==> src/rtl/dtm_dmi_master.sv <==
// DMI initiator: turns one synchronised TAP dmi command into a single DM request,
// collects read data, and keeps the sticky dmistat code reported back to the TAP.
module dtm_dmi_master #(
    parameter int OP_WIDTH   = 2,
    parameter int ADDR_WIDTH = 7,
    parameter int DATA_WIDTH = 32,
    parameter int TIMEOUT    = 1023
) (
    input  logic                                     sys_clk,
    input  logic                                     sys_rst,
    input  logic                                     dmi_start,
    input  logic [OP_WIDTH-1:0]                      dmi_op,
    input  logic [ADDR_WIDTH-1:0]                    dmi_addr,
    input  logic [DATA_WIDTH-1:0]                    dmi_wdata,
    input  logic                                     dmireset,
    input  logic                                     dmihardreset,
    output logic                                     dmi_busy,
    output logic                                     dmi_done,
    output logic [DATA_WIDTH-1:0]                    dmi_rdata,
    output logic [1:0]                               dmi_stat,
    output logic                                     dtm_req_valid,
    input  logic                                     dtm_req_ready,
    output logic [OP_WIDTH+ADDR_WIDTH+DATA_WIDTH-1:0] dtm_req_bits,
    input  logic                                     dm_resp_valid,
    output logic                                     dm_resp_ready,
    input  logic [OP_WIDTH+DATA_WIDTH-1:0]           dm_resp_bits
);

    localparam int CNT_W  = $clog2(TIMEOUT + 1);
    localparam int REQ_W  = OP_WIDTH + ADDR_WIDTH + DATA_WIDTH;
    localparam int RESP_W = OP_WIDTH + DATA_WIDTH;

    localparam logic [OP_WIDTH-1:0] OP_NOP   = OP_WIDTH'(0);
    localparam logic [OP_WIDTH-1:0] OP_READ  = OP_WIDTH'(1);
    localparam logic [OP_WIDTH-1:0] OP_WRITE = OP_WIDTH'(2);
    localparam logic [CNT_W-1:0]    CNT_LAST = CNT_W'(TIMEOUT - 1);

    localparam logic [1:0] STAT_OK     = 2'd0;
    localparam logic [1:0] STAT_FAILED = 2'd2;
    localparam logic [1:0] STAT_BUSY   = 2'd3;

    typedef enum logic [1:0] {
        IDLE = 2'd0,
        REQ  = 2'd1,
        RESP = 2'd2
    } state_e;

    state_e                  state_q, state_d;
    logic [CNT_W-1:0]        cnt_q, cnt_d;
    logic [OP_WIDTH-1:0]     op_q, op_d;
    logic [ADDR_WIDTH-1:0]   addr_q, addr_d;
    logic [DATA_WIDTH-1:0]   wdata_q, wdata_d;
    logic [DATA_WIDTH-1:0]   rdata_q, rdata_d;
    logic [1:0]              stat_q, stat_d;
    logic                    busy_q, busy_d;
    logic                    done_q, done_d;
    logic                    resp_ready_q, resp_ready_d;
    logic [1:0]              err_code;
    logic [1:0]              stat_base;

    // The response op field carries nothing this side needs.
    logic unused_resp_op;
    assign unused_resp_op = ^dm_resp_bits[RESP_W-1:DATA_WIDTH];

    always_comb begin
        state_d      = state_q;
        cnt_d        = cnt_q;
        op_d         = op_q;
        addr_d       = addr_q;
        wdata_d      = wdata_q;
        rdata_d      = rdata_q;
        done_d       = 1'b0;
        err_code     = STAT_OK;

        case (state_q)
            IDLE: begin
                if (dmi_start) begin
                    if (dmi_op == OP_READ || dmi_op == OP_WRITE) begin
                        op_d    = dmi_op;
                        addr_d  = dmi_addr;
                        wdata_d = dmi_wdata;
                        cnt_d   = '0;
                        state_d = REQ;
                    end else if (dmi_op == OP_NOP) begin
                        done_d = 1'b1;
                    end else begin
                        done_d   = 1'b1;
                        err_code = STAT_FAILED;
                    end
                end
            end
            REQ: begin
                if (dtm_req_ready) begin
                    if (op_q == OP_READ) begin
                        state_d = RESP;
                    end else begin
                        state_d = IDLE;
                        done_d  = 1'b1;
                    end
                end
            end
            RESP: begin
                if (dm_resp_valid) begin
                    rdata_d = dm_resp_bits[DATA_WIDTH-1:0];
                    state_d = IDLE;
                    done_d  = 1'b1;
                end
            end
            default: state_d = IDLE;
        endcase

        // A real completion on the final counted cycle wins over the abort.
        if (state_q != IDLE) begin
            if (dmi_start) begin
                err_code = STAT_BUSY;
            end
            cnt_d = cnt_q + CNT_W'(1);
            if (cnt_q == CNT_LAST && state_d != IDLE) begin
                state_d = IDLE;
                done_d  = 1'b1;
                if (err_code < STAT_FAILED) begin
                    err_code = STAT_FAILED;
                end
            end
        end

        // A fresh error beats a simultaneous dmireset; codes only ever rise.
        stat_base = dmireset ? STAT_OK : stat_q;
        stat_d    = (err_code > stat_base) ? err_code : stat_base;

        busy_d       = (state_d != IDLE);
        resp_ready_d = (state_d != REQ);

        if (dmihardreset) begin
            state_d      = IDLE;
            cnt_d        = '0;
            op_d         = '0;
            addr_d       = '0;
            wdata_d      = '0;
            rdata_d      = rdata_q;
            done_d       = 1'b0;
            stat_d       = STAT_OK;
            busy_d       = 1'b0;
            resp_ready_d = 1'b1;
        end
    end

    always_ff @(posedge sys_clk or posedge sys_rst) begin
        if (sys_rst) begin
            state_q      <= IDLE;
            cnt_q        <= '0;
            op_q         <= '0;
            addr_q       <= '0;
            wdata_q      <= '0;
            rdata_q      <= '0;
            stat_q       <= STAT_OK;
            busy_q       <= 1'b0;
            done_q       <= 1'b0;
            resp_ready_q <= 1'b0;
        end else begin
            state_q      <= state_d;
            cnt_q        <= cnt_d;
            op_q         <= op_d;
            addr_q       <= addr_d;
            wdata_q      <= wdata_d;
            rdata_q      <= rdata_d;
            stat_q       <= stat_d;
            busy_q       <= busy_d;
            done_q       <= done_d;
            resp_ready_q <= resp_ready_d;
        end
    end

    // The DM samples any valid, so valid only ever mirrors ready while in REQ.
    assign dtm_req_valid = (state_q == REQ) && dtm_req_ready;
    assign dtm_req_bits  = (state_q == REQ) ? {wdata_q, addr_q, op_q} : REQ_W'(0);
    assign dm_resp_ready = resp_ready_q;
    assign dmi_busy      = busy_q;
    assign dmi_done      = done_q;
    assign dmi_rdata     = rdata_q;
    assign dmi_stat      = stat_q;

endmodule

==> config.mk <==
export PLATFORM = sky130hd
export DESIGN_NAME = dtm_dmi_master
export DESIGN_NICKNAME = d
export VERILOG_FILES = /design/src/rtl/dtm_dmi_master.sv
export SDC_FILE = /design/constraint.sdc
export NUM_CORES = 1
export LEC_CHECK = 0
export ABC_CLOCK_PERIOD_IN_PS = 2700
export CAP_MARGIN = 20
export CORE_ASPECT_RATIO = 1.4
export CORE_MARGIN = 1
export CORE_UTILIZATION = 40
export DETAILED_ROUTE_END_ITERATION = 12
export PLACE_DENSITY = 0.78
export SYNTH_ARGS = -nofsm -noshare
export SYNTH_HDL_FRONTEND = slang
export SYNTH_SLANG_ARGS = --single-unit
==> constraint.sdc <==
create_clock -name sys_clk -period 2.7 [get_ports sys_clk]
set_input_delay 0.54 -clock sys_clk [delete_from_list [all_inputs] [get_ports sys_clk]]
set_output_delay 0.54 -clock sys_clk [all_outputs]
set_load 0.02 [all_outputs]
-- Word level (Yosys, flattened, before mapping)
Index checks and enable logic that the tools add are counted.
- memory bits (writable): 0
- word-level logic and storage cells: 88
- register bits after elaboration: 90
- bits in read-only memories: 0
- input port bits: 82
- output and inout port bits: 79
- latch bits: 0
- memories: 0
- bitwise logic cells: 1
- reduce and logical (&&, ||, !) cells: 17
- shift operators: 0
- mux-type cells: 50
- equal/unequal tests: 7
- divide/modulo/power cells: 0
- multipliers: 0
- order comparisons: 2
- add/sub/neg operators: 1
- operator list (cell ; count):
    32-bit two-way mux ; 4
    10-bit two-way mux ; 5
    2-bit two-way mux ; 24
    41-bit two-way mux ; 1
    7-bit two-way mux ; 4
    2-bit nonzero test ; 6
    10-bit by 1-bit adder with 10-bit output (second input constant) ; 1
    10-bit equality test (second input constant) ; 1
    1-bit two-way mux ; 10
    3-bit AND reduction ; 3
    3-bit nonzero test ; 3
    2-bit by 1-bit equality test with 1-bit output (second input constant) ; 3
    2-bit one-hot mux with 3 select lines ; 1
    2-bit equality test (second input constant) ; 2
    2-bit logical NOT ; 2
    1-bit one-hot mux with 3 select lines ; 1
    2-bit > comparator ; 1
    1-bit logical AND ; 2
    2-bit less-than comparator (second input constant) ; 1
    2-bit by 1-bit != test with 1-bit output (second input constant) ; 1
    1-bit logical OR ; 1
    1-bit inverter ; 1

-- Logic depth before layout (Yosys ltp)
Gate-level depths: netlist of run 1.
- word-level depth: 14
- gate-level depth with buffers: 11

-- Worst setup path before layout of run 1
No wires, ideal clock.
- kind: input -> register
- start point: input port dmi_op[0]
- end point: register stat_q[0], in the netlist dmi_stat[0]
- buffers on the path: 0
- arrival: 2184 ps
- stages: 10
- slack: 395 ps
- required time: 2579 ps
- path through: ha_1 nand3b_1 a21oi_1 o21ai_1 nand2_1 ha_1 nor2b_1 o21ai_0 mux2i_1 nor2_1
- longest elaborated chain between the ends: 14
- RTL lines (element ; line ; source):
    start, declared ; 12 ; input logic [OP_WIDTH-1:0] dmi_op,
    2-bit by 1-bit equality test with 1-bit output (tied with other cells) ; 78 ; if (dmi_op == OP_READ || dmi_op == OP_WRITE) begin
    1-bit logical OR / 2-bit two-way mux (equally long branches) ; 78, 84 ;
    2-bit two-way mux ; 78 ;
    2-bit two-way mux ; 77 ; if (dmi_start) begin
    2-bit two-way mux ; 75 ; case (state_q)
    2-bit two-way mux ; 114 ; if (dmi_start) begin
    2-bit two-way mux ; 113 ; if (state_q != IDLE) begin
    2-bit less-than comparator ; 121 ; if (err_code < STAT_FAILED) begin
    2-bit two-way mux ; 121 ;
    2-bit two-way mux ; 118 ; if (cnt_q == CNT_LAST && state_d != IDLE) begin
    2-bit two-way mux (*) ; 113 ;
    2-bit > comparator ; 129 ; stat_d = (err_code > stat_base) ? err_code : stat_base;
    2-bit two-way mux (*) ; 129 ;
    2-bit two-way mux (*) ; 134 ; if (dmihardreset) begin
    named net stat_d[0] ; 54 ; logic [1:0] stat_q, stat_d;
    end signal, assigned ; 167 ; stat_q <= stat_d;
    end, declared ; 54 ;
The timed path passes the listed nets; every way through them passes the cells marked *. The select of a mux whose other input is x is not followed.
A chain may end at the register's enable or synchronous reset.

-- Final worst setup path of run 1
- start point: register state_q[1]
- end point: output port dtm_req_bits[26]
- longest elaborated chain between the ends: 2
- RTL lines (element ; line ; source):
    start, declared ; 48 ; state_e state_q, state_d;
    start signal, assigned ; 161 ; state_q <= state_d;
    2-bit by 1-bit equality test with 1-bit output ; 176 ; assign dtm_req_bits = (state_q == REQ) ? {wdata_q, addr_q, op_q} : REQ_W'(0);
    41-bit two-way mux ; 176 ;
    end, declared ; 23 ; output logic [OP_WIDTH+ADDR_WIDTH+DATA_WIDTH-1:0] dtm_req_bits,
Every way passes these cells.

==> results of run 1 <==
-- power by group through the flow --
stage	clock network (mW)	logic, mW	registers (mW)
2_1_floorplan	0	0.214	1.52
3_3_place_gp	0	0.517	1.48
3_5_place_dp	0	0.529	1.48
4_1_cts	1.37	0.532	1.46
5_1_grt	1.42	0.570	1.47
6_report	1.34	0.525	1.46
-- layout make-up --
type,count,area [um2]
tap,138,173
sequential,90,2250
inverter,5,22.5
clock inverter,6,90.1
clock buffer,10,239
multi-input combinational,278,1800
timing repair buffer,171,1750
fill,854,3970
-- synthesized netlist by cell type (all sizes together) (2+ instances only) --
library cell / instances / area share
nand3: 3 / 0.0036
nand4: 4 / 0.0059
ha: 6 / 0.018
nand3b: 2 / 0.0036
mux2: 32 / 0.11
xor2: 3 / 0.0062
inv: 5 / 0.0044
nand2b: 3 / 0.0045
and2: 45 / 0.067
nor2: 5 / 0.0045
nor3: 2 / 0.0024
nor4b: 2 / 0.0077
buf: 14 / 0.026
clkbuf: 10 / 0.0089
nand2: 91 / 0.081
and3: 3 / 0.0045
nor2b: 3 / 0.0045
o21ai: 14 / 0.017
dfrtp: 90 / 0.53
a21oi: 46 / 0.055
-- flip-flops by register name, indices dropped and copies added (netlist names) --
signal,flops
dmi_done,1
op_q,2
cnt_q,10
dmi_busy,1
dmi_rdata,32
state_q,2
dmi_stat,2
addr_q,7
dm_resp_ready,1
wdata_q,32
-- cell families (layout without fill, tap and decap cells) --
kind of cell	count (synthesis)	after routing	share of synthesized area
buffers and inverters	29	192	0.0395
DFF	90	90	0.534
AOI/OAI and AO/OA	69	69	0.0911
and+or+nand+nor	167	167	0.197
adders and majority gates	6	6	0.0178
muxes	33	33	0.115
xor gates and xnor gates	3	3	0.00623
-- final timing paths --
check / from / to / slack, ns
max: state_q[1] / dtm_req_bits[26] / 0.11
min: cnt_q[9] / cnt_q[9] / 0.50
max reg2reg: cnt_q[0] / dmi_stat[0] / 0.35
min reg2reg: cnt_q[9] / cnt_q[9] / 0.50
max in group asynchronous: sys_rst / wdata_q[15] / 1.46
min in group asynchronous: sys_rst / dmi_rdata[13] / 0.65
-- metal layers --
layer / vias to the layer above / track usage / share of wire / wire (um)
met5: - / 0 / 0 / 0
met4: 0 / 0.0837 / 0.023 / 249
met3: 19 / 0.0394 / 0.043 / 462
met2: 92 / 0.340 / 0.54 / 5850
met1: 1630 / 0.236 / 0.39 / 4200
li1: 1638 / - / - / -
-- worst reg2reg max path, delay by kind of cell, from the launching register on --
kind	cells	cell delay, ns
AO/OA/AOI/OAI	2	0.34
adder cells (fa/ha/maj)	2	0.39
buffers and inverters	1	0.08
flip-flops	1	0.43
multiplexers	1	0.20
AND/OR/NAND/NOR	5	0.78
==> results_dict.tcl, run 1 <==
set metrics [dict create \
    status "finished clean" \
    ctsHoldBuffers 0 \
    p_seq_frac 0.439 \
    postSynthAreaPerCell_um2 10.6 \
    fin_nets 643 \
    drive_gt1_frac 0.123 \
    antenna_found_initial 0 \
    power.total_mw 3.32 \
    row_count 44 \
    clock_skew_ns 0.00875 \
    vias_per_cell 4.84 \
    grt_max_degree 49 \
    pwr-share-comb 0.158 \
    routedWlPerCell_um 15.4 \
    power_switching_uw 784 \
    clk_path_buf_depth 2 \
    ys.flop_type "dfrtp_1" \
    portBuffers 158 \
    setup_viol 0 \
    peakVddDrop_mv 0.276 \
    gr-total-overflow 0 \
    ys_async_sr_fraction 1.00 \
    critPathCaptureType "output port" \
    cellPowerDensity_mw_per_mm2 525 \
    r2r_cells 11 \
    ys_warn_count 0 \
    max_freq_ghz 0.387 \
    slew_headroom 0.488 \
    grt_pass1_wl_um 16200 \
    wl_um 10800 \
    tightest_slew_ns 0.767 \
    clkSinkCount 90 \
    p_clk_frac 0.403 \
    cts_root_buf "clkbuf_16" \
    grt_pass1_vias 3340 \
    die_h_um 123 \
    synth_nets 485 \
    place_inst 682 \
    synthCells 397 \
    cts_buffers 9 \
    clk_pin_slew_ns 0.06 \
    cp_slowest_stage_delay_ns 0.62 \
    hp-class "reg2reg" \
    critPathBufInv 2 \
    area_growth_pct 50.0 \
    period_needed_ns 2.59 \
    gp_congestion 0.763 \
    synth_edf_count 0 \
    maxCapViolations 0 \
    grt_use_total 0.197 \
    path_cells "and2b_2, buf_6, and2_1, clkdlybuf4s50_1" \
    critPathMaxFanout 25 \
    drc 0 \
    setup-tns-final_ns 0 \
    post-route-util 0.614 \
    postRouteAntennaNets 0 \
    die_w_um 88.8 \
    grt_setup_unrepaired "false" \
    fin_area_mm2 0.00633 \
    intPower_mw 2.54 \
    place_area_mm2 0.00598 \
    synth_seq_cells 90 \
    fin_cells 698 \
    worstSetupPathType "reg2out" \
    core-area_mm2 0.0103 \
    layout_commonest_cell "clkdlybuf4s50_1" \
    finalHoldViolCount 0 \
    drv_slew 0 \
    worst-path-stages 4 \
    place_hpwl_um 7850 \
    cts_max_level 3 \
    insertion_delay_ns 0.33 \
    tritoncts "done" \
    first_pass_iters 4 \
    required_ns 2.16 \
    crit_family "buffers and inverters" \
    start_util 0.410 \
    ys_seq_area_frac 0.534 \
    fin_crit_sh 0.958 \
    final_cell_mix "153 x clkdlybuf4s50_1, 91 x nand2_1, 89 x dfrtp_1" \
    finalHoldWorstSlack_ns 0.503 \
    switching_share 0.236 \
    ioPinCount 161 \
    fin_ws_ns 0.114 \
    critPathLaunchType "register" \
    diodes 0 \
    initialDrtViolationCount 137 \
    yosysUniqueCellTypes 41 \
    crit_slowest_cell "clkdlybuf4s50_1" \
    cts_resized 0 \
    die_area_mm2 0.0110 \
    pre_cts_ws_ns -0.0769 \
    hold_depth 1 \
    cp.arrival_ns 2.05 \
    vias 3379 \
    cts_setup_buffers 0 \
    p_leak_nw 2.79 \
    synth.cell_area_mm2 0.00422 \
]
No activity file was read; power rests on OpenSTA's default activity.
==> run 2: changes to the inputs <==
SETUP_SLACK_MARGIN = 0.1   (was unset)
SKIP_CTS_REPAIR_TIMING = 1   (was unset)
SLEW_MARGIN = 5   (was unset)
==> results_dict.tcl, run 2 (same netlist as run 1, synthesis figures left out) <==
set metrics [dict create \
    fin_crit_sh 0.939 \
    grt_setup_unrepaired "false" \
    gr-total-overflow 0 \
    hold_depth 1 \
    clock_skew_ns 0.00785 \
    required_ns 2.16 \
    slew_headroom 0.482 \
    setup_viol 0 \
    fin_ws_ns 0.166 \
    clk_path_buf_depth 2 \
    vias_per_cell 4.84 \
    p_leak_nw 3.08 \
    first_pass_iters 4 \
    gp_congestion 0.763 \
    r2r_setup_slack_ns 0.40 \
    postRouteAntennaNets 0 \
    routedWlPerCell_um 15.5 \
    drc 0 \
    portBuffers 158 \
    critPathLaunchType "register" \
    critPathMaxFanout 25 \
    cts_root_buf "clkbuf_16" \
    wl_um 10800 \
    vias 3379 \
    pre_cts_ws_ns -0.0769 \
    finalHoldViolCount 0 \
    layout_commonest_cell "clkdlybuf4s50_1" \
    min_to "dmi_rdata[16]" \
    cp.arrival_ns 1.99 \
    regArea_mm2 0.00225 \
    cts_buffers 9 \
    die_h_um 123 \
    place_hpwl_um 7850 \
    hp-class "reg2reg" \
    cp_slowest_stage_delay_ns 0.60 \
    worst-path-stages 4 \
    cellPowerDensity_mw_per_mm2 522 \
    grt_pass1_wl_um 16200 \
    peakVddDrop_mv 0.277 \
    max_freq_ghz 0.395 \
    path_cells "and2b_2, buf_6, and2_1, clkdlybuf4s50_1" \
    core-area_mm2 0.0103 \
    clk_pin_slew_ns 0.06 \
    place_area_mm2 0.00598 \
    final_cell_mix "137 x clkdlybuf4s50_1, 91 x nand2_1, 88 x dfrtp_1" \
    power_switching_uw 788 \
    die_area_mm2 0.0110 \
    worst_r2r_endpoint "dmi_stat[0]" \
    post-route-util 0.619 \
    fin_cells 698 \
    fin_area_mm2 0.00637 \
    antenna_found_initial 0 \
    worstSetupPathType "reg2out" \
    period_needed_ns 2.53 \
    drive_gt1_frac 0.127 \
    status "finished clean" \
    tightest_slew_ns 0.775 \
    drv_slew 0 \
    initialDrtViolationCount 144 \
    row_count 44 \
    p_clk_frac 0.403 \
    crit_family "buffers and inverters" \
    fin_nets 643 \
    p_seq_frac 0.439 \
    critPathCaptureType "output port" \
    grt_pass1_vias 3340 \
    area_growth_pct 51.1 \
    fill_cells 854 \
    pwr-share-comb 0.158 \
    insertion_delay_ns 0.33 \
    reg2reg_from "cnt_q[0]" \
    grt_use_total 0.197 \
    start_util 0.410 \
    clkSinkCount 90 \
    critPathBufInv 2 \
    maxCapViolations 0 \
    cts_max_level 3 \
    ioPinCount 161 \
    tritoncts "done" \
    die_w_um 88.8 \
    grt_max_degree 49 \
    place_inst 682 \
    intPower_mw 2.54 \
    diodes 0 \
    finalHoldWorstSlack_ns 0.508 \
    multiInputGateArea_mm2 0.00180 \
    crit_slowest_cell "clkdlybuf4s50_1" \
    switching_share 0.237 \
    r2r_cells 11 \
    hold_path_startpoint "dmi_rdata[16]" \
]
-- run 2: worst max path at each step --
stage,slack [ns],endpoint,from
floorplan,0.39,dmi_stat[0],dmi_op[0]
global placement,-0.05,dmi_stat[0],dmi_op[1]
detailed placement,-0.08,dmi_stat[0],dmi_op[1]
CTS,0.02,dtm_req_bits[16],state_q[0]
global route,0.10,dtm_req_bits[0],state_q[1]
finish,0.17,dtm_req_bits[28],state_q[1]
-- run 2: routing by layer --
layer / vias to the layer above / global-route usage / routed length, um
met4: 0 / 0.0837 / 261
met5: - / 0 / 0
met1: 1635 / 0.236 / 4210
met3: 18 / 0.0394 / 479
met2: 89 / 0.340 / 5840
li1: 1637 / - / -
-- run 2: final cells by class --
| cell class | count | area share |
|---|---|---|
| repair buffers | 171 | 0.281 |
| inverters | 5 | 0.00353 |
| clock inverters | 6 | 0.0141 |
| clock buffers | 10 | 0.0375 |
| flip-flops and latches | 90 | 0.354 |
| well taps | 138 | 0.0271 |
| multi-input cells | 278 | 0.283 |
-- run 2: worst register-to-register path: cells and delay by family (launching register included) --
kind	cells	cell delay, ns
simple gates	5	0.77
flops	1	0.43
fa+ha+maj	2	0.39
compound gates	2	0.30
mux	1	0.19
buf+inv	1	0.08
-- run 2: power by group through the flow --
stage / Clock [mW] / Sequential, mW / Combinational, mW
floorplan: 0 / 1.52 / 0.214
global placement: 0 / 1.48 / 0.517
detailed placement: 0 / 1.48 / 0.529
CTS: 1.37 / 1.46 / 0.532
global route: 1.42 / 1.47 / 0.571
finish: 1.34 / 1.46 / 0.526
-- run 2: through the flow --
step	TNS, ns	total power [mW]
3_5_place_dp	-0.0769	2.01
5_1_grt	0	3.46
3_3_place_gp	-0.0493	2.00
6_report	0	3.33
2_1_floorplan	0	1.73
4_1_cts	0	3.36
==> run 3: changes to the inputs <==
CELL_PAD_IN_SITES_DETAIL_PLACEMENT = 1   (was unset)
CELL_PAD_IN_SITES_GLOBAL_PLACEMENT = 1   (was unset)
CORE_UTILIZATION = 30   (was 40)
==> results_dict.tcl, run 3 (same netlist as run 1, synthesis figures left out) <==
set metrics [dict create \
    cp.arrival_ns 2.00 \
    slew_headroom 0.457 \
    routedWlPerCell_um 17.0 \
    wl_um 12600 \
    path_cells "and2b_2, buf_12, and2_1, clkdlybuf4s50_1" \
    vias 3447 \
    drc 0 \
    cts_buffers 9 \
    initialDrtViolationCount 84 \
    clkSinkCount 90 \
    cts_max_level 3 \
    start_util 0.312 \
    regArea_mm2 0.00225 \
    layout_commonest_cell "clkdlybuf4s50_1" \
    grt_max_degree 42 \
    final_cell_mix "117 x clkdlybuf4s50_1, 91 x nand2_1, 89 x dfrtp_1" \
    ioPinCount 161 \
    core-area_mm2 0.0135 \
    status "finished clean" \
    diodes 0 \
    postRouteAntennaNets 0 \
    tightest_slew_ns 0.813 \
    critPathLaunchType "register" \
    die_area_mm2 0.0145 \
    portBuffers 158 \
    clock_skew_ns 0.00828 \
    critPathMaxFanout 41 \
    area_growth_pct 54.7 \
    finalHoldViolCount 0 \
    cts_root_buf "clkbuf_16" \
    max_freq_ghz 0.394 \
    drive_gt1_frac 0.128 \
    clk_pin_slew_ns 0.06 \
    clk_path_buf_depth 2 \
    crit_slowest_cell "clkdlybuf4s50_1" \
    grt_pass1_vias 3780 \
    peakVddDrop_mv 0.271 \
    cellPowerDensity_mw_per_mm2 535 \
    gr-total-overflow 0 \
    grt_use_total 0.176 \
    r2r_setup_slack_ns 0.38 \
    row_count 50 \
    p_leak_nw 3.48 \
    worstSetupPathType "reg2out" \
    antenna_found_initial 0 \
    grt_pass1_wl_um 19500 \
    tritoncts "done" \
    period_needed_ns 2.54 \
    hp-class "reg2reg" \
    grt_setup_unrepaired "false" \
    gp_congestion 0.722 \
    fin_ws_ns 0.159 \
    maxCapViolations 0 \
    vias_per_cell 4.63 \
    required_ns 2.16 \
    finalHoldWorstSlack_ns 0.507 \
    fill_cells 1510 \
    insertion_delay_ns 0.34 \
    critPathCaptureType "output port" \
    cp_slowest_stage_delay_ns 0.60 \
    drv_slew 0 \
    die_h_um 142 \
    first_pass_iters 4 \
    setup_viol 0 \
    fin_nets 645 \
    fin_crit_sh 0.941 \
    multiInputGateArea_mm2 0.00180 \
    crit_family "buffers and inverters" \
    critPathBufInv 2 \
    die_w_um 102 \
    place_hpwl_um 9260 \
    pre_cts_ws_ns -0.0784 \
]
[run 3: cell count changes in the layout (fill, tap and decap cells not counted), moves of 2 or more]
cell             delta
dlymetal6s2s_1     +20
clkdlybuf4s50_1    -20
clkinv_4            -2
buf_4               +3
[run 3: final cells by class]
class                      count  area share
timing repair buffer         173       0.284
clock inverter                 5      0.0167
inverter                       5     0.00345
tap                          182      0.0349
sequential                    90       0.346
multi-input combinational    278       0.277
clock buffer                  11      0.0388
[run 3: report_power, final]
group	switching, mW	leakage (nW)	total (mW)	internal, mW
Combinational	0.252	2.09	0.535	0.283
Sequential	0.0395	1.21	1.46	1.42
Clock	0.536	0.174	1.50	0.962
Total	0.827	3.48	3.49	2.66
[run 3: worst paths after layout]
kind	cells after the start	startpoint	to
setup / recovery	4	state_q[1]	dtm_req_bits[32]
hold / removal	1	dmi_rdata[29]	dmi_rdata[29]
setup reg to reg	11	cnt_q[0]	dmi_stat[0]
hold reg to reg	1	dmi_rdata[29]	dmi_rdata[29]
max in group asynchronous	3	sys_rst	wdata_q[23]
min in group asynchronous	2	sys_rst	dmi_rdata[17]
[run 3: metal layers]
| layer | global-route usage | vias up | wire length [um] |
|---|---|---|---|
| li1 | - | 1640 | - |
| met1 | 0.183 | 1692 | 4640 |
| met2 | 0.335 | 95 | 7130 |
| met3 | 0.0417 | 20 | 548 |
| met4 | 0.0654 | 0 | 316 |
| met5 | 0 | - | 0 |
[run 3: through the flow]
step / instances / TNS, ns / util / power, mW / cell area [um2]
after CTS: 744 / 0 / 0.475 / 3.54 / 6410
after detailed placement: 728 / -0.0784 / 0.448 / 2.03 / 6050
after global routing: 744 / 0 / 0.483 / 3.63 / 6520
after floorplan: 397 / 0 / - / 1.73 / 4220
after global placement: 728 / -0.0347 / 0.448 / 2.00 / 6050
final: 744 / 0 / 0.483 / 3.49 / 6520
